<file path="config.mk">
export PLATFORM = sky130hd
export DESIGN_NAME = wb_arbiter_2m
export DESIGN_NICKNAME = d
export VERILOG_FILES = /design/src/rtl/wb_arbiter_2m.sv
export SDC_FILE = /design/constraint.sdc
export NUM_CORES = 1
export LEC_CHECK = 0
export ABC_CLOCK_PERIOD_IN_PS = 1500
export BUFFER_PORTS_ARGS = -buffer_cell sky130_fd_sc_hd__buf_2
export CAP_MARGIN = 15
export CORE_AREA = 5 5 119 121
export CTS_CLUSTER_SIZE = 16
export DETAILED_ROUTE_END_ITERATION = 8
export DIE_AREA = 0 0 124 126
export GPL_TIMING_DRIVEN = 0
export PLACE_DENSITY = 0.48
export SLEW_MARGIN = 30
export SYNTH_ARGS = -nofsm -noshare
export SYNTH_HDL_FRONTEND = slang
export SYNTH_SLANG_ARGS = --single-unit
</file>
<file path="constraint.sdc">
create_clock -name clk_i -period 1.5 [get_ports clk_i]
set_input_delay 0.075 -clock clk_i [delete_from_list [all_inputs] [get_ports clk_i]]
set_output_delay 0.075 -clock clk_i [all_outputs]
set_load 0.01 [all_outputs]
</file>
<file path="src/rtl/wb_arbiter_2m.sv">
// wb_arbiter_2m: round-robin two-master Wishbone arbiter with a bus watchdog
module wb_arbiter_2m #(
    parameter int ADDR_W      = 32,
    parameter int DATA_W      = 32,
    parameter int TIMEOUT_CYC = 16
) (
    input  logic                clk_i,
    input  logic                rst_i,
    input  logic                m0_cyc_i,
    input  logic                m0_stb_i,
    input  logic                m0_we_i,
    input  logic [ADDR_W-1:0]   m0_addr_i,
    input  logic [DATA_W-1:0]   m0_wdata_i,
    input  logic [DATA_W/8-1:0] m0_sel_i,
    output logic                m0_ack_o,
    output logic                m0_err_o,
    output logic [DATA_W-1:0]   m0_rdata_o,
    input  logic                m1_cyc_i,
    input  logic                m1_stb_i,
    input  logic                m1_we_i,
    input  logic [ADDR_W-1:0]   m1_addr_i,
    input  logic [DATA_W-1:0]   m1_wdata_i,
    input  logic [DATA_W/8-1:0] m1_sel_i,
    output logic                m1_ack_o,
    output logic                m1_err_o,
    output logic [DATA_W-1:0]   m1_rdata_o,
    output logic                s_cyc_o,
    output logic                s_stb_o,
    output logic                s_we_o,
    output logic [ADDR_W-1:0]   s_addr_o,
    output logic [DATA_W-1:0]   s_wdata_o,
    output logic [DATA_W/8-1:0] s_sel_o,
    input  logic                s_ack_i,
    input  logic [DATA_W-1:0]   s_rdata_i,
    output logic                owner_o,
    output logic                busy_o
);
    typedef enum logic {IDLE, BUSY} state_t;

    state_t     state;
    logic       owner;
    logic       last_owner;
    logic [7:0] cnt;
    logic       busy;
    logic       o_cyc;
    logic       o_stb;
    logic       o_we;
    logic       timeout;

    assign busy    = state == BUSY;
    assign o_cyc   = owner ? m1_cyc_i : m0_cyc_i;
    assign o_stb   = owner ? m1_stb_i : m0_stb_i;
    assign o_we    = owner ? m1_we_i : m0_we_i;
    // A coincident ack always beats the watchdog
    assign timeout = busy && cnt == 8'(TIMEOUT_CYC - 1) && !s_ack_i;

    always_ff @(posedge clk_i) begin
        if (rst_i) begin
            state      <= IDLE;
            owner      <= 1'b0;
            last_owner <= 1'b1;
            cnt        <= 8'd0;
        end else if (!busy) begin
            cnt <= 8'd0;
            if (m0_cyc_i || m1_cyc_i) begin
                state <= BUSY;
                owner <= (m0_cyc_i && m1_cyc_i) ? ~last_owner : m1_cyc_i;
            end
        end else if (!o_cyc || timeout) begin
            state      <= IDLE;
            last_owner <= owner;
            cnt        <= 8'd0;
        end else begin
            cnt <= (o_stb && !s_ack_i) ? cnt + 8'd1 : 8'd0;
        end
    end

    assign s_cyc_o    = busy && o_cyc && !timeout;
    assign s_stb_o    = busy && o_stb && !timeout;
    assign s_we_o     = busy && o_we;
    assign s_addr_o   = owner ? m1_addr_i : m0_addr_i;
    assign s_wdata_o  = owner ? m1_wdata_i : m0_wdata_i;
    assign s_sel_o    = owner ? m1_sel_i : m0_sel_i;
    assign m0_ack_o   = busy && !owner && s_ack_i;
    assign m1_ack_o   = busy && owner && s_ack_i;
    assign m0_err_o   = timeout && !owner;
    assign m1_err_o   = timeout && owner;
    assign m0_rdata_o = s_rdata_i;
    assign m1_rdata_o = s_rdata_i;
    assign owner_o    = busy ? owner : last_owner;
    assign busy_o     = busy;
endmodule

</file>
# ---- After elaboration in Yosys (flattened, before gate mapping)
# Cells that the tools add are included.
dict set report totals {
  register_bits 11
  latch_bits 0
  ramBits 0
  rom_bits 0
  in_bits 177
  out_inout_bits 141
  word_cells 44
  memories 0
}
dict set report op_classes {
  n_addsub 1
  n_mul 0
  n_div 0
  magnitude_cmp 0
  eq_ne 1
  shifts 0
  muxes 11
  n_bitwise 3
  n_reduce_logical 24
}
# cell count
set ops {}
lappend ops {{two-way mux 32 bit} 2}
lappend ops {{logical AND 1 bit} 15}
lappend ops {{adder 8 x 1 -> 8 bit (second input constant)} 1}
lappend ops {{== test 8 x 4 -> 1 bit (second input constant)} 1}
lappend ops {{two-way mux 1 bit} 8}
lappend ops {{zero test 1 bit} 4}
lappend ops {{two-way mux 4 bit} 1}
lappend ops {{AND reduction 2 bit} 2}
lappend ops {{OR reduction 4 bit} 1}
lappend ops {{inverter 1 bit} 3}
lappend ops {{logical OR 1 bit} 2}

# ---- Logic depth before layout (Yosys ltp)
dict set report logic_depth {
  ltp_word 6
  depth_mapped 5
  ltp_nobuf 4
}

# ---- Least setup slack after synthesis
# OpenSTA, ideal clock, no wires.
dict set report synth_path {
  path_kind {register -> register}
  from {reg cnt[5]}
  to {reg cnt[2]}
  setup_ns 0.136
  arrival_time_ns 1.321
  required_ns 1.364
  setup_slack_ns 0.044
  stages_incl_launch_ff 4
  n_path_buf 0
  synth_period_minus_slack_ns 1.456
  cell_sequence {dfxtp_1 -> or4_4 -> o311ai_4 -> nor3_1}
}
dict set report synth_between {
  elab_chain_cells 5
}
# element line_no
set synth_lines {}
lappend synth_lines {{start: declaration} 43} ;# logic [7:0] cnt;
lappend synth_lines {{start signal: assignment} 74} ;# cnt <= (o_stb && !s_ack_i) ? cnt + 8'd1 : 8'd0;
lappend synth_lines {{== test 8 x 4 -> 1 bit} 55} ;# assign timeout = busy && cnt == 8'(TIMEOUT_CYC - 1) && !s_ack_i;
lappend synth_lines {{logical AND 1 bit (2 in a row)} 55}
lappend synth_lines {{logical OR 1 bit} 69} ;# end else if (!o_cyc || timeout) begin
lappend synth_lines {{OR reduction 4 bit (no source line)} n/a}
# Every way passes these cells.
# A chain may end at the register's enable or synchronous reset.

# ---- Worst setup path after layout
dict set report layout_path {
  from {reg cnt[7]}
  to {out s_cyc_o}
}
dict set report layout_between {
  elab_chain_cells 5
}
# element line_no
set layout_lines {}
lappend layout_lines {{== test 8 x 4 -> 1 bit} 55}
lappend layout_lines {{logical AND 1 bit (2 in a row)} 55}
lappend layout_lines {{zero test 1 bit} 78} ;# assign s_cyc_o = busy && o_cyc && !timeout;
lappend layout_lines {{logical AND 1 bit} 78}
lappend layout_lines {{end: declaration} 27} ;# output logic s_cyc_o,
# Every way passes these cells.

==> impl_metrics.py <==
metrics = {
    "outcome": {
        "outcome": "finished, violations left",
        "violations": "negative setup slack",
    },
    "timing": {
        "period_share": 1.14,
        "hold_viol_final": 0,
        "clock_skew_ns": 0.00335,
        "slew_headroom": 0.791,
        "fin_ws_ns": -0.206,
        "max_freq_ghz": 0.586,
        "tns_ns": -2.04,
        "worst_pin_slew_ns": 0.305,
        "fin_crit_ns": 1.71,
        "rsz0062_at_grt": "yes",
        "finalSetupViolations": 22,
        "slew_viol_final": 0,
    },
    "die": {
        "die_w_um": 124,
        "ios": 318,
        "fp.dieH_um": 126,
        "core_area_sq_um": 13000,
        "rows": 42,
        "die-area_sq_um": 15600,
        "initial_core_util": 0.144,
    },
    "cts": {
        "clk_latency_ns": 0.23,
        "cts_root_buf": "clkbuf_16",
        "cts_tree": "built",
        "cts_num_sinks": 11,
        "ctsLongestPathBuffers": 2,
        "cts_max_level": 1,
        "clkTransAtPathRegs_ns": 0.04,
        "cts_buffers": 3,
    },
    "global_route": {
        "antenna_found_initial": 1,
        "grt_overflow": 0,
        "grt_max_degree": 11,
        "grt_use_total": 0.124,
        "grt_pass1_vias": 2896,
        "grt_pass1_wl_mm": 15.5,
    },
    "worst_setup_path": {
        "cp_slowest_stage_delay_ns": 0.58,
        "cp_slowest_cell": "or4_4",
        "path_cells": "or4_4, o311ai_4, inv_1, buf_2",
        "cp_num_buf_inv": 2,
        "worstSetupEndpointType": "output pin",
        "critical_path_arrival_ns": 1.63,
        "critPathLaunchType": "register",
        "reg2reg_slack_ns": -0.17,
        "worstSetupPathType": "register to output pin",
        "path_delay_family": "simple AND/OR/NAND/NOR gates",
        "worstPathRequired_ns": 1.42,
        "cp_max_fo": 4,
    },
    "layout": {
        "ff_latch_area_sq_um": 226,
        "multi_input_area_sq_um": 1370,
        "fillers": 1358,
        "fin_util": 0.338,
        "nets": 685,
        "area_delta_synth_final_pct": 134,
        "diodes": 0,
        "drive_above_1_share": 0.909,
        "final_cells": 682,
    },
    "detailed_routing": {
        "drt_iter0_drc": 28,
        "ant_nets": 0,
        "wl_per_cell_um": 16.4,
        "dr_total_vias": 2660,
        "wirelength_mm": 11.2,
        "drc": 0,
        "via_per_inst": 3.90,
        "dr.pass1.iters": 4,
    },
    "job": {
        "maxCapViolCount": 0,
    },
    "min_path": {
        "hp-class": "input pin to register",
    },
    "place": {
        "dp_cells": 669,
        "place_congestion": 0.884,
        "dpl_worst_slack_ns": -0.467,
        "port_buffers": 285,
        "dp.final_hpwl_mm": 9.31,
    },
    "synth": {
        "avgSynthCellArea_sq_um": 9.01,
        "ys_warn_count": 0,
        "synth_nets": 386,
        "synthCells": 208,
        "ys_types": 29,
        "synth_area_sq_um": 1870,
        "synth_seq_cells": 11,
        "ys_seq_area_frac": 0.118,
    },
    "pwr": {
        "ir_drop_mv": 0.509,
        "power.leakage_nw": 2.32,
        "powerDensity_nw_per_um2": 502,
        "design_power_total_mw": 2.20,
    },
}
metal layers:
layer	global-route usage	vias to the layer above	part of all wire
li1	-	1263	-
met1	0.148	1242	0.37
met2	0.229	139	0.52
met3	0.0211	14	0.092
met4	0.0271	2	0.018
met5	0	-	0.0012
cell usage after synthesis:
| library cell | number | share of area |
|---|---|---|
| mux2_2 | 70 | 0.42 |
| a21oi_1 | 1 | 0.0027 |
| nand2_1 | 5 | 0.010 |
| or3_1 | 3 | 0.010 |
| inv_1 | 4 | 0.0080 |
| ha_1 | 1 | 0.0067 |
| nor2_1 | 4 | 0.0080 |
| nor3b_1 | 2 | 0.0080 |
| nor3_1 | 7 | 0.019 |
| dfxtp_1 | 11 | 0.12 |
| nand3_1 | 4 | 0.011 |
| o32a_1 | 1 | 0.0053 |
| nor4_1 | 1 | 0.0033 |
| xor2_1 | 1 | 0.0047 |
| nand2b_1 | 1 | 0.0033 |
| o311ai_4 | 1 | 0.014 |
| buf_4 | 64 | 0.26 |
| and2_1 | 1 | 0.0033 |
| or4_1 | 1 | 0.0040 |
| or4_4 | 1 | 0.0060 |
| o31ai_1 | 1 | 0.0040 |
| mux2i_1 | 3 | 0.016 |
| xnor2_1 | 2 | 0.0094 |
| o21ai_0 | 3 | 0.0080 |
| and3_1 | 1 | 0.0033 |
| a211oi_1 | 3 | 0.012 |
| clkbuf_1 | 5 | 0.010 |
| buf_2 | 5 | 0.013 |
| buf_1 | 1 | 0.0020 |
cells in the final DEF, fill, tap and decap left out, types with 4 or more instances in the layout:
| cell | instances |
|---|---|
| buf_2 | 244 |
| buf_4 | 70 |
| mux2_4 | 44 |
| buf_6 | 42 |
| mux2_2 | 26 |
| dfxtp_1 | 8 |
| buf_12 | 7 |
| clkbuf_16 | 5 |
| nand2_1 | 5 |
| inv_1 | 4 |
| nor2_1 | 4 |
registers in the layout (all words and copies together) (netlist names):
signal and cells:
last_owner 1, owner 1, busy_o 1, cnt 8
per-stage QoR:
step                hold slack [ns]  cell area [sq um]
floorplan                     0.144               1870
global placement              0.310               3520
detailed placement            0.328               3520
CTS                          0.0718               4360
global route                  0.106               4380
finish                       0.0730               4380
logic make-up (layout without fill, tap and decap cells):
kind of cell,count (synthesis),after routing,synth area share
adder cells (fa/ha/maj),1,1,0.00668
flip-flops,11,11,0.118
XOR/XNOR,3,3,0.0140
AND/OR/NAND/NOR,31,31,0.0888
multiplexers,73,73,0.437
buffers and inverters,79,377,0.290
AO/OA/AOI/OAI,10,10,0.0461
power by group:
part	switching (mW)	leakage (nW)	internal (mW)
combinational	0.549	2.19	0.854
sequential	0.0145	0.0910	0.301
clock	0.126	0.0382	0.356
total	0.689	2.32	1.51
repair_timing:
action	in CTS	in global routing
hold buffers	0	0
pin swaps	2	8
setup endpoints to repair	87	78
gates resized for setup	132	26
setup buffers	12	1
cloned	3	0
worst register-to-register path, cell delays in order (launching register included):
cell and delay (ns):
dfxtp_2 0.32, or4_4 0.58, o311ai_4 0.29, buf_4 0.18, buf_12 0.13, a211oi_2 0.05
worst paths after layout:
kind          start      end  cells past startpoint
max          cnt[7]  s_cyc_o                      4
min           rst_i    owner                      2
max reg2reg  cnt[7]   cnt[5]                      5
min reg2reg  cnt[0]   cnt[0]                      1
final cells by class:
type	instances	share of cell area
timing repair buffer	299	0.429
multi-input combinational	118	0.312
buffer	70	0.135
sequential	11	0.0517
tap	176	0.0502
clock buffer	4	0.0180
inverter	4	0.00343
(Power assumes the default switching activity.)
